===== config.mk =====
export PLATFORM = sky130hd
export DESIGN_NAME = fb_write_scheduler_flat
export DESIGN_NICKNAME = d
export VERILOG_FILES = /design/src/rtl/fb_write_scheduler_pkg.sv /design/src/rtl/fb_write_scheduler_if.sv /design/src/rtl/fb_write_scheduler_raster_counter.sv /design/src/rtl/fb_write_scheduler.sv /design/src/flat_wrapper.sv
export SDC_FILE = /design/constraint.sdc
export NUM_CORES = 1
export LEC_CHECK = 0
export ABC_AREA = 1
export BUFFER_PORTS_ARGS = -buffer_cell sky130_fd_sc_hd__clkbuf_2
export CELL_PAD_IN_SITES_DETAIL_PLACEMENT = 1
export CELL_PAD_IN_SITES_GLOBAL_PLACEMENT = 1
export CORE_MARGIN = 1.5
export CORE_UTILIZATION = 45
export DETAILED_ROUTE_END_ITERATION = 16
export PLACE_DENSITY_LB_ADDON = 0.08
export RECOVER_POWER = 100
export SLEW_MARGIN = 20
export SYNTH_ARGS = -nofsm -noshare
export SYNTH_HDL_FRONTEND = slang
export SYNTH_HIERARCHICAL = 1
export SYNTH_SLANG_ARGS = --single-unit

===== constraint.sdc =====
create_clock -name CLK -period 6.94 [get_ports CLK]
set_clock_uncertainty 0.2 [all_clocks]
set_input_delay 1.041 -clock CLK [delete_from_list [all_inputs] [get_ports CLK]]
set_output_delay 1.041 -clock CLK [all_outputs]
set_load 0.05 [all_outputs]

===== src/rtl/fb_write_scheduler_pkg.sv =====
// Shared types and constants for the frame-buffer write scheduler.
// The x/y raster walk and the write pipeline are sized from these.
package fb_sched_pkg;
    localparam int H_PIX_DEF = 800;
    localparam int V_PIX_DEF = 600;
    localparam int ADDR_W    = 19;
    localparam int COORD_W   = 12;

    typedef enum logic [1:0] {
        ST_IDLE  = 2'd0,
        ST_SNAP  = 2'd1,
        ST_SWEEP = 2'd2,
        ST_FLUSH = 2'd3
    } fb_state_t;
endpackage


===== src/rtl/fb_write_scheduler_if.sv =====
// Bundle between the game logic and the frame-buffer write scheduler.
// The game side raises one-cycle request pulses and never sees back-pressure.
interface fb_write_scheduler_if;
    import fb_sched_pkg::*;

    // tick_req/clear_req are single-cycle pulses with no ready: the scheduler
    // always accepts them, coalescing repeats. wen qualifies addr_w each cycle.
    logic               tick_req;
    logic               clear_req;
    logic               halt;
    logic [COORD_W-1:0] x_m;
    logic [COORD_W-1:0] y_m;
    logic               src;
    logic [ADDR_W-1:0]  addr_w;
    logic               wen;
    logic               snap;
    logic               busy;
    logic               frame_done;

    modport master (
        input  tick_req, clear_req, halt,
        output x_m, y_m, src, addr_w, wen, snap, busy, frame_done
    );

    modport slave (
        output tick_req, clear_req, halt,
        input  x_m, y_m, src, addr_w, wen, snap, busy, frame_done
    );
endinterface


===== src/rtl/fb_write_scheduler_raster_counter.sv =====
// Raster x/y walker: x runs fastest, y steps on each x wrap.
// 'last' flags the final pixel of the frame.
module raster_counter
    import fb_sched_pkg::*;
#(
    parameter int H_PIX = H_PIX_DEF,
    parameter int V_PIX = V_PIX_DEF
) (
    input  logic               CLK,
    input  logic               RESET,
    input  logic               clear,
    input  logic               advance,
    output logic [COORD_W-1:0] x,
    output logic [COORD_W-1:0] y,
    output logic               last
);
    logic x_end;
    logic y_end;

    assign x_end = (x == COORD_W'(H_PIX - 1));
    assign y_end = (y == COORD_W'(V_PIX - 1));
    assign last  = x_end && y_end;

    always_ff @(posedge CLK) begin
        if (RESET || clear) begin
            x <= '0;
            y <= '0;
        end else if (advance) begin
            if (x_end) begin
                x <= '0;
                y <= y_end ? '0 : y + 1'b1;
            end else begin
                x <= x + 1'b1;
            end
        end
    end
endmodule


===== src/rtl/fb_write_scheduler.sv =====
// Schedules render and clear sweeps over the frame buffer, emitting raster
// coordinates and, PIPE cycles later, the matching write address/enable.
module fb_write_scheduler
    import fb_sched_pkg::*;
#(
    parameter int H_PIX = H_PIX_DEF,
    parameter int V_PIX = V_PIX_DEF,
    parameter int PIPE  = 1
) (
    input  logic                 CLK,
    input  logic                 RESET,
    fb_write_scheduler_if.master bus,
    output fb_state_t            state_dbg
);
    if (H_PIX * V_PIX > (1 << ADDR_W)) begin : g_addr_overflow
        $error("fb_write_scheduler: H_PIX*V_PIX does not fit in ADDR_W bits");
    end
    if (PIPE < 1 || PIPE > 3) begin : g_bad_pipe
        $error("fb_write_scheduler: PIPE must be in 1..3");
    end

    fb_state_t          state, state_n;
    logic               pending_tick, pending_clear;
    logic               tick_any, clear_any;
    logic               grant_tick, grant_clear;
    logic [1:0]         flush_cnt;
    logic               flush_last;
    logic               src_q;
    logic               frame_done_q;
    logic               coord_valid;
    logic [COORD_W-1:0] rc_x, rc_y;
    logic               rc_last;
    logic [ADDR_W-1:0]  coord_addr;
    logic [PIPE-1:0]    wen_pipe;
    logic [ADDR_W-1:0]  addr_pipe [PIPE];

    // A pulse arriving in the same cycle as an IDLE grant is seen directly.
    assign tick_any    = pending_tick | bus.tick_req;
    assign clear_any   = pending_clear | bus.clear_req;
    assign flush_last  = (flush_cnt == 2'(PIPE - 1));
    assign coord_valid = (state == ST_SWEEP);
    assign coord_addr  = ADDR_W'(rc_y) * ADDR_W'(H_PIX) + ADDR_W'(rc_x);

    raster_counter #(.H_PIX(H_PIX), .V_PIX(V_PIX)) u_raster (
        .CLK     (CLK),
        .RESET   (RESET),
        .clear   (grant_tick | grant_clear),
        .advance (coord_valid),
        .x       (rc_x),
        .y       (rc_y),
        .last    (rc_last)
    );

    always_comb begin
        state_n     = state;
        grant_tick  = 1'b0;
        grant_clear = 1'b0;
        case (state)
            ST_IDLE: begin
                if (clear_any) begin
                    grant_clear = 1'b1;
                    state_n     = ST_SNAP;
                end else if (tick_any && !bus.halt) begin
                    grant_tick = 1'b1;
                    state_n    = ST_SNAP;
                end
            end
            ST_SNAP:  state_n = ST_SWEEP;
            ST_SWEEP: if (rc_last) state_n = ST_FLUSH;
            ST_FLUSH: if (flush_last) state_n = ST_IDLE;
            default:  state_n = ST_IDLE;
        endcase
    end

    always_ff @(posedge CLK) begin
        if (RESET) begin
            state         <= ST_IDLE;
            pending_tick  <= 1'b0;
            pending_clear <= 1'b0;
            flush_cnt     <= 2'd0;
            src_q         <= 1'b0;
            frame_done_q  <= 1'b0;
        end else begin
            state         <= state_n;
            pending_tick  <= tick_any & ~grant_tick;
            pending_clear <= clear_any & ~grant_clear;
            flush_cnt     <= (state == ST_FLUSH) ? flush_cnt + 2'd1 : 2'd0;
            if (grant_tick || grant_clear) src_q <= grant_clear;
            frame_done_q  <= (state == ST_FLUSH) && flush_last;
        end
    end

    // Write-phase delay line matching the colour pipeline depth.
    always_ff @(posedge CLK) begin
        if (RESET) begin
            wen_pipe <= '0;
            for (int i = 0; i < PIPE; i++) addr_pipe[i] <= '0;
        end else begin
            wen_pipe[0]  <= coord_valid;
            addr_pipe[0] <= coord_addr;
            for (int i = 1; i < PIPE; i++) begin
                wen_pipe[i]  <= wen_pipe[i-1];
                addr_pipe[i] <= addr_pipe[i-1];
            end
        end
    end

    assign bus.x_m        = rc_x;
    assign bus.y_m        = rc_y;
    assign bus.src        = src_q;
    assign bus.addr_w     = addr_pipe[PIPE-1];
    assign bus.wen        = wen_pipe[PIPE-1];
    assign bus.snap       = (state == ST_SNAP) && !src_q;
    assign bus.busy       = (state != ST_IDLE);
    assign bus.frame_done = frame_done_q;
    assign state_dbg      = state;
endmodule


===== src/flat_wrapper.sv =====
// flat-port wrapper written by rule: the top's interface ports become plain ports
module fb_write_scheduler_flat import fb_sched_pkg::*;
#(
    parameter int H_PIX = H_PIX_DEF,
    parameter int V_PIX = V_PIX_DEF,
    parameter int PIPE  = 1
)
  (CLK, RESET, state_dbg, bus_tick_req, bus_clear_req, bus_halt, bus_x_m, bus_y_m, bus_src, bus_addr_w, bus_wen, bus_snap, bus_busy, bus_frame_done);
  fb_write_scheduler_if bus_i ();
  input  logic CLK;
  input  logic RESET;
  output fb_state_t state_dbg;
  input wire logic [$bits(bus_i.tick_req)-1:0] bus_tick_req;
  input wire logic [$bits(bus_i.clear_req)-1:0] bus_clear_req;
  input wire logic [$bits(bus_i.halt)-1:0] bus_halt;
  output wire logic [$bits(bus_i.x_m)-1:0] bus_x_m;
  output wire logic [$bits(bus_i.y_m)-1:0] bus_y_m;
  output wire logic [$bits(bus_i.src)-1:0] bus_src;
  output wire logic [$bits(bus_i.addr_w)-1:0] bus_addr_w;
  output wire logic [$bits(bus_i.wen)-1:0] bus_wen;
  output wire logic [$bits(bus_i.snap)-1:0] bus_snap;
  output wire logic [$bits(bus_i.busy)-1:0] bus_busy;
  output wire logic [$bits(bus_i.frame_done)-1:0] bus_frame_done;
  assign bus_i.tick_req = bus_tick_req;
  assign bus_i.clear_req = bus_clear_req;
  assign bus_i.halt = bus_halt;
  assign bus_x_m = bus_i.x_m;
  assign bus_y_m = bus_i.y_m;
  assign bus_src = bus_i.src;
  assign bus_addr_w = bus_i.addr_w;
  assign bus_wen = bus_i.wen;
  assign bus_snap = bus_i.snap;
  assign bus_busy = bus_i.busy;
  assign bus_frame_done = bus_i.frame_done;
  fb_write_scheduler #(.H_PIX(H_PIX), .V_PIX(V_PIX), .PIPE(PIPE)) u_core (.CLK(CLK), .RESET(RESET), .bus(bus_i), .state_dbg(state_dbg));
endmodule

==> metrics, run 1 <==
Root Driver=clkbuf_8; Register Area=1040 um^2; core area=8340 um^2; CTS H-tree depth=2; Residual DRC=0; Tightest Pin Transition=761 ps; Ant. Diodes=0; share of cells above drive strength 1=0.0780; row count=33; initial antenna violation count=0; setup_tns=0 ps; io pins=55; Worst VDD drop=0.0935 mV; DR WL/cell=14.1 um; Chip Height=96.4 um; vias in the first global route=3793; Tmin final=3800 ps; flop-to-flop setup slack=3140 ps; die footprint=9300 um^2; Slew HR=0.493; area of the multi-input gates=2430 um^2; maximum fanout along the worst path=8; DR pass1 iterations=4; Setup Viol. Count Final=0; DR iter-0 viols=78; Skew-Pair Late Insertion Delay=320 ps; Yosys cell types=33; GRT overflow=0; Max Cap Violations=0; final hold viol count=0; setup bufs post-CTS=0; Leak=2.21 nW; share of Yosys cell area claimed by the top area cell type=0.265; All-Layer GR Usage=0.240; CTS Sinks=52; WL final=10500 um; syn nets=639; Port Buffers=54; Achievable Freq=263 MHz; GPL Wtd Cong=0.842; Mean Syn Cell Area=6.75 um^2; P per Cell Area=173 nW/um^2; CTS Buf Count=5; commonest non-fill, non-tap cell in the layout=nand2_1; Via density=5.12; nets@finish=697; Post-CTS Resized=0; via count=3817; CTS Hold Bufs=0; WS Path Type=reg -> reg; DPL Wire Length=8380 um; top cells by area, synth=dfxtp_1 26%, nand2_1 15%, ha_1 14%; crit path launch type=flop; area grow syn2layout=9.94%; Final period util=0.548; Clock transition at path regs=110 ps; Synth Register Bits=52; CTS tree=done; synthesized instance count=582; ANT nets after route=0; placed insts=738; largest net degree at the start of global routing=18; first-pass GRT wire length=17400 um; Mapped Area=3930 um^2; data arrival time of the critical path=3830 ps; Critical Path End Type=flop; Die Width=96.4 um; most frequent cells in the layout=160 x nand2_1, 97 x inv_1, 74 x nor2_1; Initial Util=0.471; cell taking the most area after synthesis=dfxtp_1; yosys warns=6; fillcell total=1180; largest buffer count on any clock path=2; Hold Path Class=reg -> reg; Slew Viols, Final=0; Worst EP required=6970 ps; post-synthesis sequential area ratio=0.265; RSZ-0062 raised after global routing=false; outcome=finished, final reports clean; final non-filler cell total=746
## area by class of cell
type,instances,area share
sequential,52,0.241
clock inverter,3,0.0107
tap,105,0.0304
clock buffer,5,0.0159
inverter,105,0.0913
multi-input combinational,421,0.562
timing repair buffer,55,0.0487
## cell families (layout without fill, tap and decap cells)
family	after synthesis	after routing	share of synthesized area
adder cells (fa/ha/maj)	52	52	0.181
AND/OR/NAND/NOR	325	325	0.383
flip-flops	52	52	0.265
buffers and inverters	109	168	0.106
XOR/XNOR	7	7	0.0156
AO/OA/AOI/OAI	37	37	0.0500
## critical path: stages (launching register included)
cell and delay [ps]:
dfxtp_1 500, ha_1 300, ha_1 320, fa_1 460, ha_1 370, xor2_1 180
ha_1 360, nand2_1 90, nor2_1 90, nand2_1 100, nand2_4 90, nand3_1 120
nor2_1 220, clkinv_1 130, nor2_1 110, nor2_1 50
## registers in the layout, indices dropped and copies added, names as in the netlist
name,count
u_core/addr_pipe,19
u_core/bus.wen,1
u_core/u_raster/y,12
u_core/state_dbg,2
u_core/flush_cnt,2
u_core/u_raster/x,12
u_core/bus.src,1
u_core/pending_clear,1
u_core/bus.frame_done,1
u_core/pending_tick,1
## per-stage QoR
stage	utilization	area (um^2)	hold WS (ps)	total power (W)	setup slack (ps)
5_1_grt	0.518	4320	262	0.000790	2900
4_1_cts	0.531	4430	229	0.000765	3310
3_3_place_gp	0.518	4320	200	0.000527	3490
6_report	0.518	4320	228	0.000746	3140
2_1_floorplan	-	3930	191	0.000482	3260
3_5_place_dp	0.518	4320	214	0.000535	3360
## synthesized netlist by cell type
library cell	count
nand2_1	158
inv_1	96
nor2_1	73
dfxtp_1	52
ha_1	44
nand3_1	36
a21oi_1	20
nand2_2	12
o21ai_0	11
inv_2	9
nor3_1	9
fa_1	8
nand3_2	7
nand4_1	6
nand2_4	5
nand3b_1	4
nor2_2	4
nor2_4	4
xor2_1	4
or2_2	3
xnor2_1	3
a31oi_1	2
buf_2	2
a21o_1	1
buf_4	1
clkbuf_1	1
nand3_4	1
nor2_8	1
nor3b_1	1
o21bai_1	1
o22ai_1	1
o31ai_1	1
or2_4	1
## power breakdown
| group | total [W] | internal [W] | switching [W] |
|---|---|---|---|
| Combinational | 0.000188 | 0.0000390 | 0.000149 |
| Sequential | 0.000329 | 0.000315 | 0.0000145 |
| Clock | 0.000229 | 0.000110 | 0.000119 |
| Total | 0.000746 | 0.000463 | 0.000283 |
## per-layer routing
metal | vias up | routed length [um] | global-route usage
li1 | 1912 | - | -
met1 | 1843 | 4630 | 0.285
met2 | 49 | 5300 | 0.442
met3 | 13 | 420 | 0.0430
met4 | 0 | 142 | 0.0652
met5 | - | 0 | 0
## path summary, 6_finish.rpt
check	from	to	cells past startpoint
hold reg to reg	u_core/flush_cnt[0]	u_core/flush_cnt[0]	1
setup / recovery	u_core/u_raster/y[3]	u_core/addr_pipe[0][16]	15
setup reg to reg	u_core/u_raster/y[3]	u_core/addr_pipe[0][16]	15
hold / removal	u_core/flush_cnt[0]	u_core/flush_cnt[0]	1
No activity file was read; power rests on OpenSTA's default activity.
==> inputs of run 2 (changes only) <==
--- a/config.mk
+++ b/config.mk
@@ -5,12 +5,12 @@
 export SDC_FILE = /design/constraint.sdc
 export NUM_CORES = 1
 export LEC_CHECK = 0
-export ABC_AREA = 1
+export ABC_AREA = 0
 export BUFFER_PORTS_ARGS = -buffer_cell sky130_fd_sc_hd__clkbuf_2
 export CELL_PAD_IN_SITES_DETAIL_PLACEMENT = 1
 export CELL_PAD_IN_SITES_GLOBAL_PLACEMENT = 1
 export CORE_MARGIN = 1.5
-export CORE_UTILIZATION = 45
+export CORE_UTILIZATION = 43
 export DETAILED_ROUTE_END_ITERATION = 16
 export PLACE_DENSITY_LB_ADDON = 0.08
 export RECOVER_POWER = 100
==> constraint.sdc (replaced) <==
create_clock -name CLK -period 3.7 [get_ports CLK]
set_clock_uncertainty 0.2 [all_clocks]
set_input_delay 0.555 -clock CLK [delete_from_list [all_inputs] [get_ports CLK]]
set_output_delay 0.555 -clock CLK [all_outputs]
set_load 0.05 [all_outputs]
==> metrics, run 2 <==
outcome=finished, final reports clean (unchanged); Tot Pwr=0.00127 W (was 0.000746 W); synthesized instance count=398 (was 582); CTS Hold Bufs=0 (unchanged); Port Buffers=54 (unchanged); io pins=55 (unchanged); Post-synth ARST share=0 (unchanged); Ant. Diodes=0 (unchanged); placed insts=559 (was 738); largest register by flop count=u_core/addr_pipe (unchanged); yosys warns=6 (unchanged); Slew Viols, Final=0 (unchanged); CTS Buf Count=5 (unchanged); Achievable Freq=276 MHz (was 263 MHz); most frequent cells in the layout=52 x clkbuf_1, 45 x dfxtp_1, 40 x inv_1 (was 160 x nand2_1, 97 x inv_1, 74 x nor2_1); maximum fanout along the worst path=4 (was 8); first-pass GRT wire length=14500 um (was 17400 um); Leak=1.67 nW (was 2.21 nW); WS Path Type=reg -> reg (unchanged); final hold viol count=0 (unchanged); Clock transition at path regs=100 ps (was 110 ps); most common cell in the synthesized netlist=dfxtp_1 (was nand2_1); post-synthesis sequential area ratio=0.300 (was 0.265); Critical Path End Type=flop (unchanged); Mapped Area=3470 um^2 (was 3930 um^2); Via density=5.44 (was 5.12); area grow syn2layout=19.3% (was 9.94%); via count=3096 (was 3817); Worst VDD drop=0.183 mV (was 0.0935 mV); data arrival time of the critical path=3660 ps (was 3830 ps); ys flop type=dfxtp_1 (unchanged); Setup Viol. Count Final=0 (unchanged); row count=32 (was 33); DR WL/cell=16.0 um (was 14.1 um); crit path launch type=flop (unchanged); Worst EP required=3740 ps (was 6970 ps); Root Driver=clkbuf_8 (unchanged); CTS H-tree depth=2 (unchanged); Tightest Pin Transition=705 ps (was 761 ps); cell taking the most area after synthesis=dfxtp_1 (unchanged); WL final=9080 um (was 10500 um); syn nets=455 (was 639); GPL Wtd Cong=0.811 (was 0.842); Final period util=0.978 (was 0.548); Die Width=92.8 um (was 96.4 um); Final Util=0.533 (was 0.518); setup_tns=0 ps (unchanged); nets@finish=523 (was 697); CTS Sinks=52 (unchanged); top cells by area, synth=dfxtp_1 30%, ha_1 16%, fa_1 4.6% (was dfxtp_1 26%, nand2_1 15%, ha_1 14%); R2R cell count=10 (was 15); Chip Height=92.8 um (was 96.4 um); max reg flops=19 (unchanged); vias in the first global route=3009 (was 3793); Slew HR=0.530 (was 0.493); largest registers=u_core/addr_pipe x19, u_core/u_raster/x x12, u_core/u_raster/y x12 (unchanged); die footprint=8610 um^2 (was 9300 um^2); core area=7770 um^2 (was 8340 um^2); ANT nets after route=0 (unchanged); final non-filler cell total=569 (was 746); P per Cell Area=306 nW/um^2 (was 173 nW/um^2); Final Worst Setup Slack=81.6 ps (was 3140 ps); share of Yosys cell area claimed by the top area cell type=0.300 (was 0.265); share of cells above drive strength 1=0.148 (was 0.0780); largest net degree at the start of global routing=32 (was 18); Residual DRC=0 (unchanged); GRT overflow=0 (unchanged); Tmin final=3620 ps (was 3800 ps); DR iter-0 viols=83 (was 78); Max Cap Violations=0 (unchanged); Mean Syn Cell Area=8.71 um^2 (was 6.75 um^2); pre-CTS setup slack=-71.8 ps (was 3360 ps); commonest non-fill, non-tap cell in the layout=clkbuf_1 (was nand2_1); WHS Path Cells=1 (unchanged); Initial Util=0.447 (was 0.471); Hold Path Class=reg -> reg (unchanged); DR pass1 iterations=4 (unchanged); initial antenna violation count=0 (unchanged); Yosys cell types=56 (was 33); synth cell count leaders=52 x dfxtp_1, 44 x ha_1, 41 x inv_1, 38 x nor2_1, 27 x nand2_1 (was 158 x nand2_1, 96 x inv_1, 73 x nor2_1, 52 x dfxtp_1, 44 x ha_1); All-Layer GR Usage=0.207 (was 0.240); largest buffer count on any clock path=2 (unchanged); CTS tree=done (unchanged); EDFF count, synth=0 (unchanged); Skew-Pair Late Insertion Delay=310 ps (was 320 ps); Synth Register Bits=52 (unchanged); DPL Wire Length=6700 um (was 8380 um)
run 2: changes by cell type in the layout (fill, tap and decap cells not counted), sizes merged, moves of 6 or more:
| cell | delta |
|---|---|
| nand2 | -148 |
| buf | +15 |
| xnor2 | +14 |
| or3 | +8 |
| nand3 | -32 |
| nand4 | +7 |
| inv | -62 |
| nor2 | -43 |
| or4 | +6 |
| nor2b | +9 |
run 2: cell type report:
class	count	area, um^2
well taps	102	128
inverters	41	154
multi-input cells	295	2370
clock inverters	3	20.0
repair buffers	71	328
flip-flops and latches	52	1070
clock buffers	5	68.8
fillers	973	3630
run 2: logic make-up after synthesis:
| family | after synthesis | share of synthesized area |
|---|---|---|
| and+or+nand+nor | 149 | 0.236 |
| AOI/OAI and AO/OA | 66 | 0.125 |
| adders and majority gates | 52 | 0.205 |
| DFF | 52 | 0.300 |
| buffers and inverters | 51 | 0.0624 |
| xor gates and xnor gates | 25 | 0.0631 |
| muxes | 3 | 0.00866 |
run 2: where the power goes:
| part | switching [W] | internal (W) |
|---|---|---|
| clock | 0.000202 | 0.000135 |
| combinational | 0.000255 | 0.0000728 |
| sequential | 0.0000222 | 0.000579 |
| total | 0.000480 | 0.000787 |
run 2: per-stage QoR:
stage          hold WS [ps]  cell area (um^2)
6_report                227              4140
5_1_grt                 249              4140
4_1_cts                 232              4070
3_5_place_dp            218              3940
3_3_place_gp            214              3940
2_1_floorplan           199              3500
run 2: layer usage:
metal | share of wire | wire [um] | GRT usage | vias to the layer above
met5 | 0 | 0 | 0 | -
met4 | 0.0090 | 82 | 0.0467 | 0
met3 | 0.040 | 360 | 0.0361 | 8
met2 | 0.49 | 4410 | 0.350 | 55
met1 | 0.46 | 4220 | 0.276 | 1502
li1 | - | - | - | 1531
run 2: worst max-delay path, stage by stage, from the launching register on:
cell	delay, ps
dfxtp_4	380
ha_1	280
ha_1	320
fa_1	500
ha_4	350
nand3_1	170
and3b_1	250
nor4_4	330
nand2_2	100
or4_1	510
a21oi_1	150
run 2: worst paths after layout:
path	start	endpoint	slack (ps)
setup / recovery	u_core/u_raster/y[3]	u_core/addr_pipe[0][17]	80
setup reg to reg	u_core/u_raster/y[3]	u_core/addr_pipe[0][17]	80
hold / removal	u_core/flush_cnt[0]	u_core/flush_cnt[0]	230
hold reg to reg	u_core/flush_cnt[0]	u_core/flush_cnt[0]	230
run 2: repair_timing:
| action | 4_1_cts | 5_1_grt |
|---|---|---|
| endpoints found under the setup margin | 3 | 4 |
| pin swaps | 3 | 15 |
| setup buffers | 0 | 2 |
| gates resized for setup | 9 | 23 |
